**src/rtl/mem_access_unit.sv**
```systemverilog
// MEM-stage load/store unit: word stores direct, sub-word stores via read-modify-write.
// Optional misaligned-access trap is enabled by defining MISALIGN_TRAP_EN.
module mem_access_unit #(
  parameter int unsigned ADDR_W = 32,
  parameter int unsigned RD_W   = 5
) (
  input  logic              clk,
  input  logic              rst,
  input  logic              req_valid,
  input  logic              req_we,
  input  logic [1:0]        req_size,
  input  logic              req_unsigned,
  input  logic [ADDR_W-1:0] req_addr,
  input  logic [31:0]       req_wdata,
  input  logic [RD_W-1:0]   req_rd,
  output logic              stall,
  output logic              dm_WE,
  output logic [ADDR_W-1:0] dm_A,
  output logic [31:0]       dm_WD,
  input  logic [31:0]       dm_RD,
  output logic              wb_valid,
  output logic [31:0]       wb_data,
  output logic [RD_W-1:0]   wb_rd,
  output logic              misalign
);

  typedef enum logic [0:0] {StIdle, StRmwWr} state_e;

  state_e              state_q, state_d;
  logic [ADDR_W-1:0]   addr_q, addr_d;
  logic [31:0]         merge_q, merge_d;
  logic                wb_valid_q, wb_valid_d;
  logic [31:0]         wb_data_q, wb_data_d;
  logic [RD_W-1:0]     wb_rd_q, wb_rd_d;
  logic                mis;
  logic                we_c;
  logic                size_word, size_half;
  logic [1:0]          lane;
  logic [ADDR_W-1:0]   aligned;
  logic [31:0]         merged;
  logic [7:0]          ld_byte;
  logic [15:0]         ld_half;
  logic [31:0]         ld_ext;

  assign size_word = req_size[1];
  assign size_half = (req_size == 2'b01);
  assign aligned   = {req_addr[ADDR_W-1:2], 2'b00};

`ifdef MISALIGN_TRAP_EN
  logic misalign_q, misalign_d;
  assign mis = req_valid & ((size_half & req_addr[0]) | (size_word & (req_addr[1:0] != 2'b00)));
  assign misalign = misalign_q;
`else
  assign mis = 1'b0;
  assign misalign = 1'b0;
`endif

  // Misaligned low bits are dropped so the access behaves as if aligned.
  always_comb begin
    lane = req_addr[1:0];
    if (size_word) begin
      lane = 2'b00;
    end else if (size_half) begin
      lane = {req_addr[1], 1'b0};
    end
  end

  always_comb begin
    merged = dm_RD;
    if (size_half) begin
      if (lane[1]) merged[31:16] = req_wdata[15:0];
      else         merged[15:0]  = req_wdata[15:0];
    end else begin
      unique case (lane)
        2'd0: merged[7:0]   = req_wdata[7:0];
        2'd1: merged[15:8]  = req_wdata[7:0];
        2'd2: merged[23:16] = req_wdata[7:0];
        2'd3: merged[31:24] = req_wdata[7:0];
      endcase
    end
  end

  always_comb begin
    unique case (lane)
      2'd0: ld_byte = dm_RD[7:0];
      2'd1: ld_byte = dm_RD[15:8];
      2'd2: ld_byte = dm_RD[23:16];
      2'd3: ld_byte = dm_RD[31:24];
    endcase
    ld_half = lane[1] ? dm_RD[31:16] : dm_RD[15:0];
    if (size_word) begin
      ld_ext = dm_RD;
    end else if (size_half) begin
      ld_ext = req_unsigned ? {16'h0000, ld_half} : {{16{ld_half[15]}}, ld_half};
    end else begin
      ld_ext = req_unsigned ? {24'h000000, ld_byte} : {{24{ld_byte[7]}}, ld_byte};
    end
  end

  always_comb begin
    state_d    = state_q;
    addr_d     = addr_q;
    merge_d    = merge_q;
    wb_valid_d = 1'b0;
    wb_data_d  = wb_data_q;
    wb_rd_d    = wb_rd_q;
    stall      = 1'b0;
    we_c       = 1'b0;
    dm_A       = aligned;
    dm_WD      = req_wdata;
`ifdef MISALIGN_TRAP_EN
    misalign_d = mis;
`endif
    unique case (state_q)
      StIdle: begin
        if (req_valid && !mis) begin
          if (req_we) begin
            if (size_word) begin
              we_c = 1'b1;
            end else begin
              stall   = 1'b1;
              addr_d  = aligned;
              merge_d = merged;
              state_d = StRmwWr;
            end
          end else if (req_rd != '0) begin
            wb_valid_d = 1'b1;
            wb_data_d  = ld_ext;
            wb_rd_d    = req_rd;
          end
        end
      end
      StRmwWr: begin
        dm_A    = addr_q;
        dm_WD   = merge_q;
        we_c    = 1'b1;
        state_d = StIdle;
      end
      default: state_d = StIdle;
    endcase
  end

  // Gating by rst keeps a reset that lands in the write cycle from corrupting memory.
  assign dm_WE = we_c & ~rst;

  always_ff @(posedge clk or posedge rst) begin
    if (rst) begin
      state_q    <= StIdle;
      addr_q     <= '0;
      merge_q    <= '0;
      wb_valid_q <= 1'b0;
      wb_data_q  <= '0;
      wb_rd_q    <= '0;
    end else begin
      state_q    <= state_d;
      addr_q     <= addr_d;
      merge_q    <= merge_d;
      wb_valid_q <= wb_valid_d;
      wb_data_q  <= wb_data_d;
      wb_rd_q    <= wb_rd_d;
    end
  end

`ifdef MISALIGN_TRAP_EN
  always_ff @(posedge clk or posedge rst) begin
    if (rst) misalign_q <= 1'b0;
    else     misalign_q <= misalign_d;
  end
`endif

  assign wb_valid = wb_valid_q;
  assign wb_data  = wb_data_q;
  assign wb_rd    = wb_rd_q;

endmodule

```
**config.mk**
```make
export PLATFORM = sky130hd
export DESIGN_NAME = mem_access_unit
export DESIGN_NICKNAME = d
export VERILOG_FILES = /design/src/rtl/mem_access_unit.sv
export SDC_FILE = /design/constraint.sdc
export NUM_CORES = 1
export LEC_CHECK = 0
export BUFFER_PORTS_ARGS = -buffer_cell sky130_fd_sc_hd__buf_2
export CAP_MARGIN = 20
export CELL_PAD_IN_SITES_DETAIL_PLACEMENT = 1
export CELL_PAD_IN_SITES_GLOBAL_PLACEMENT = 2
export CORE_ASPECT_RATIO = 1.25
export CORE_MARGIN = 1.5
export CORE_UTILIZATION = 28
export CTS_CLUSTER_DIAMETER = 50
export DETAILED_ROUTE_END_ITERATION = 6
export PLACE_DENSITY = 0.83
export SLEW_MARGIN = 30
export SYNTH_ARGS = -nofsm -noshare
export SYNTH_HDL_FRONTEND = slang
export SYNTH_SLANG_ARGS = --single-unit
```
**constraint.sdc**
```tcl
create_clock -name clk -period 3.5 [get_ports clk]
set_clock_uncertainty 0.05 [all_clocks]
set_input_delay 0.175 -clock clk [delete_from_list [all_inputs] [get_ports clk]]
set_output_delay 0.175 -clock clk [all_outputs]
set_load 0.1 [all_outputs]
```
== Yosys cells after proc, flatten, opt, wreduce, memory -nomap -nowiden ==
Cells that the tools add are included.
Cells by class
  equal/unequal tests: 4
  shift-type cells: 0
  multipliers: 0
  reductions and logical operators: 4
  $add $sub $neg: 0
  div/mod/pow operators: 0
  magnitude comparators: 0
  multiplexer cells: 30
  bitwise operators: 5
Operators by type and width (number)
  $mux 32: 7
  $mux 16: 3
  $mux 8: 4
  $pmux 8 s4: 1
  $mux 1: 12
  $reduce_and 4->1: 2
  $reduce_bool 5->1: 1
  $eq 2x1->1 const B: 2
  $eq 2x2->1 const B: 2
  $not 1->1: 4
  $pmux 1 s2: 2
  $logic_not 2->1: 1
  $mux 2: 1
  $and 1x1->1: 1
Storage, ports and cells
  memories: 0
  logic and storage cells: 49
  output and inout bits: 105
  memory bits (writable): 0
  bits in latches: 0
  input bits: 108
  memory bits (read-only): 0
  flip-flop bits (word level): 101

== Depth between registers and ports, before layout ==
  word-level depth: 8
  gate-level depth with buffers: 8
  gate-level depth less buffers: 6

== Worst setup path after synthesis ==
Ideal clock, no wire load.
  path type: register to output
  from: register state_q
  to: output dm_WE
  data required time: 3.275 ns
  stages on the path, launching flop included: 5
  setup slack: 1.105 ns
  path buffers: 2
  arrival time: 2.170 ns
  path through: dfrtp_1 buf_2 buf_1 a31oi_1 nor2_1
Between the ends
  word-level cells in the longest chain between the ends: 3
Ends and longest elaborated chain
  from (decl): RTL line 29  | state_e state_q, state_d;
  from (signal assigned): RTL line 148  | state_q <= StIdle;
  from (signal assigned): RTL line 155  | state_q <= state_d;
  $not 1->1 (no line)
  $pmux 1 s2 *: RTL line 114  | unique case (state_q)
  $and 1x1->1 *: RTL line 144  | assign dm_WE = we_c & ~rst;
  to (decl): RTL line 17  | output logic dm_WE,
Every way passes the cells marked *; elsewhere a longest branch is shown, timed or not.

== Final worst setup path ==
  from: input req_rd[1]
  to: register wb_data_q[14] (netlist: wb_data[14])
Between the ends
  word-level cells in the longest chain between the ends: 2
Ends and longest elaborated chain
  from (decl): RTL line 15  | input logic [RD_W-1:0] req_rd,
  $reduce_bool 5->1: RTL line 126  | end else if (req_rd != '0) begin
  $reduce_and 4->1 (no line)
  to (signal assigned): RTL line 159  | wb_data_q <= wb_data_d;
  to (decl): RTL line 33  | logic [31:0] wb_data_q, wb_data_d;
Every way passes these cells.
A chain may end at the register's enable or synchronous reset.

==> metrics.md <==
| Metric | Value |
|---|---|
| Layout Nets | `946` |
| Worst VDD drop | `0.0002846 V` |
| Worst Max-Slew Pin Slew | `0.8590 ns` |
| PortBufs | `209` |
| Final worst setup slack | `0.8780 ns` |
| Clock Tree Buf Depth | `2` |
| Post-route cell area | `roughly 7500 sq um` |
| Max stage delay cell, worst path | `or4_4` |
| Commonest cells in the netlist | `nand2_1, dfrtp_1, mux2_2` |
| Ranking of synthesized cells by area | `dfrtp_1, mux2_2, nand2_1, mux2i_1, nor2_1` |
| Setup TNS | `0 ns` |
| ANT cells | `0` |
| Most frequent cell after synthesis | `nand2_1` |
| Vias per Instance | `4.911` |
| Clock Power Share | `23.3%` |
| DR WL/cell | `roughly 19 um` |
| Max_cap viols | `0` |
| Final WL | `around 21,000 um` |
| Ports | `about 210` |
| Final hold violations | `0` |
| First-pass GRT wire length | `~32,000 um` |
| Library cells used by synthesis | `38` |
| Minimum clock period | `2.622 ns` |
| Layout cells sized above 1 | `37.49%` |
| Total Routing Usage GR | `between 20% and 30%` |
| Gpl congestion | `between 0.8 and 0.9` |
| Die area | `between 20,000 and 25,000 sq um` |
| Internal Pwr Total | `2.233 mW` |
| Standard-cell row count | `57` |
| Worst-path clk slew | `roughly 0.08 ns` |
| Hold Crit Class | `in -> reg` |
| CP Cell Sequence | `dlygate4sd3_1, buf_2, or4_4, o21ai_4, inv_2, nand3b_1, o21ai_0, a31oi_1` |
| Dpl hpwl | `between 10,000 and 15,000 um` |
| F_max | `approximately 380 MHz` |
| Die width | `~130 um` |
| Post-place instance area | `slightly below 7000 sq um` |
| Post-synth top area cell | `dfrtp_1` |
| CTS-repair resized insts | `0` |
| Share of the synthesized area in the top cell type | `between 40 and 50%` |
| Layout Area Growth over Synthesis | `33.38%` |
| Drt initial violations | `227` |
| TritonCTS buffer count | `9` |
| Critical path arrival | `2.85 ns` |
| Vias in the first global route | `~5,500` |
| Status | `complete, no violations` |
| Slowest stage delay, CP | `0.54 ns` |
| Layout fillers | `~2,400` |
| CP Data Required Time | `3.73 ns` |
| Startpoint Class | `primary input` |
| Sequential share of power | `34.9%` |
| Crit Path Max Fanout | `43` |
| Setup CP Type | `in -> reg` |
| Final setup fails | `0` |
| Power density over the cells | `572.1 nW/um^2` |
| Placed Cells | `1,057` |
| Core footprint | `19,540 sq um` |
| Yosys warning count | `0` |
| Synth Flop Type | `dfrtp_1` |
| Mapped cell area | `5623 sq um` |
| DRT Pass-1 Iters | `4` |
| H-Tree Level Count | `3` |
| Pre-CTS setup slack | `1.009 ns` |
| RSZ-0062 raised after global routing | `no` |
| CTS tree | `done` |
| Psw | `2.057 mW` |
| Rel. slew slack | `42.73%` |
| Mapped Cells | `622` |
| Remaining antenna violation count after routing | `0` |
| Total number of vias | `about 5,400` |
| Logic pwr share | `between 40% and 50%` |
| CP endpoint kind | `flop` |
| Post-route non-filler standard cell count | `about 1,100` |
| Clock Sinks | `just over 100` |
| Worst-Skew Late Latency | `0.35 ns` |
| Asr flop ratio synth | `between 90% and 100%` |
| Syn Area/Cell | `9.040 sq um` |
| EDFF count, synth | `0` |
| Initial core utilization | `around 29%` |
| Total power | `4.291 mW` |
| Switching Fraction | `47.95%` |
| Final period util | `74.91%` |
| GRT overflow | `0` |
| DRC viols | `0` |
| Sequential area share after synthesis | `44.95%` |
| P_leak | `about 3.6 nW` |
| Chip height | `161.4 um` |
| Fin. max-slew vios | `0` |
| Largest net degree at the start of global routing | `70` |
| Post-synthesis register bit count | `101` |
| Initial antenna violation count | `1` |
| Root buffer cell | `clkbuf_16` |
-- placed cells by master, fill, tap and decap left out, types with 14 or more instances in the layout --
cell type      netlist  layout
buf_2               10     208
nand2_1            175     175
dfrtp_1            101     100
mux2_2              70      70
nor2_1              38      38
dlygate4sd3_1        0      35
o21ai_0             28      28
a21oi_1             25      25
o22ai_1             21      21
a31oi_1             16      16
mux2i_1             16      16
o22a_1              14      14
o31ai_1             14      14
-- power groups by stage --
stage / sequential (mW) / clock, mW / combinational (mW)
2_1_floorplan: 2.03 / 0 / 0.901
4_1_cts: 1.50 / 1.03 / 1.80
3_5_place_dp: 1.52 / 0 / 1.77
3_3_place_gp: 1.52 / 0 / 1.75
5_1_grt: 1.53 / 1.07 / 1.89
6_report: 1.50 / 0.998 / 1.80
-- registers in the layout (all words and copies together) (netlist names) --
name,count
state_q,1
wb_rd,5
wb_data,32
addr_q,30
wb_valid,1
merge_q,32
-- kinds of logic (layout without fill, tap and decap cells) --
family	after synthesis	count (layout)	synth area share, %
AOI/OAI and AO/OA	136	136	15.64
muxes	87	87	17.11
buffers and inverters	54	273	4.361
DFF	101	101	44.95
other	1	3	0.06669
and+or+nand+nor	243	243	17.87
-- through the flow --
stage / util [%] / hold slack [ns]
after floorplan: - / 0.2304
after global placement: 35.13 / 0.3313
after detailed placement: 35.13 / 0.3371
after CTS: 38.31 / 0.009601
after global routing: 38.38 / 0.02594
final: 38.38 / 0.02890
-- worst max-delay path: cells and delay by family --
| kind | cells | cell delay, ns |
|---|---|---|
| simple gates | 2 | 0.73 |
| compound gates | 3 | 0.79 |
| buf+inv | 3 | 1.12 |
-- repair_timing --
item,CTS,global route
endpoints found under the hold margin,34,67
buffers inserted,0,0
hold buffers,34,1
-- metal layers --
layer	vias up	global-route usage, %	routed length (um)
met5	-	0	0
met4	0	7.475	480
met3	25	3.180	1108
met2	183	33.33	10300
met1	2649	26.65	9349
li1	2584	-	-
-- path summary, 6_finish.rpt --
check,cells past startpoint,slack [ns],start,to
min in group asynchronous,3,0.44,rst,addr_q[18]
max,8,0.88,req_rd[1],wb_data[14]
min,2,0.03,req_rd[3],wb_rd[3]
min reg2reg,2,0.42,addr_q[3],addr_q[3]
max reg2reg,5,1.12,state_q,merge_q[31]
max in group asynchronous,4,2.21,rst,addr_q[12]
-- area by class of cell --
cell class | count | area (sq um) | share of cell area, %
Sequential cell | 101 | 2529 | 33.72
Tap cell | 265 | 331.6 | 4.421
Inverter | 4 | 20.02 | 0.2669
Clock buffer | 9 | 225.2 | 3.003
Clock inverter | 7 | 56.30 | 0.7508
Multi-Input combinational cell | 469 | 2859 | 38.12
Timing Repair Buffer | 253 | 1479 | 19.72
No activity file was read; power rests on OpenSTA's default activity.
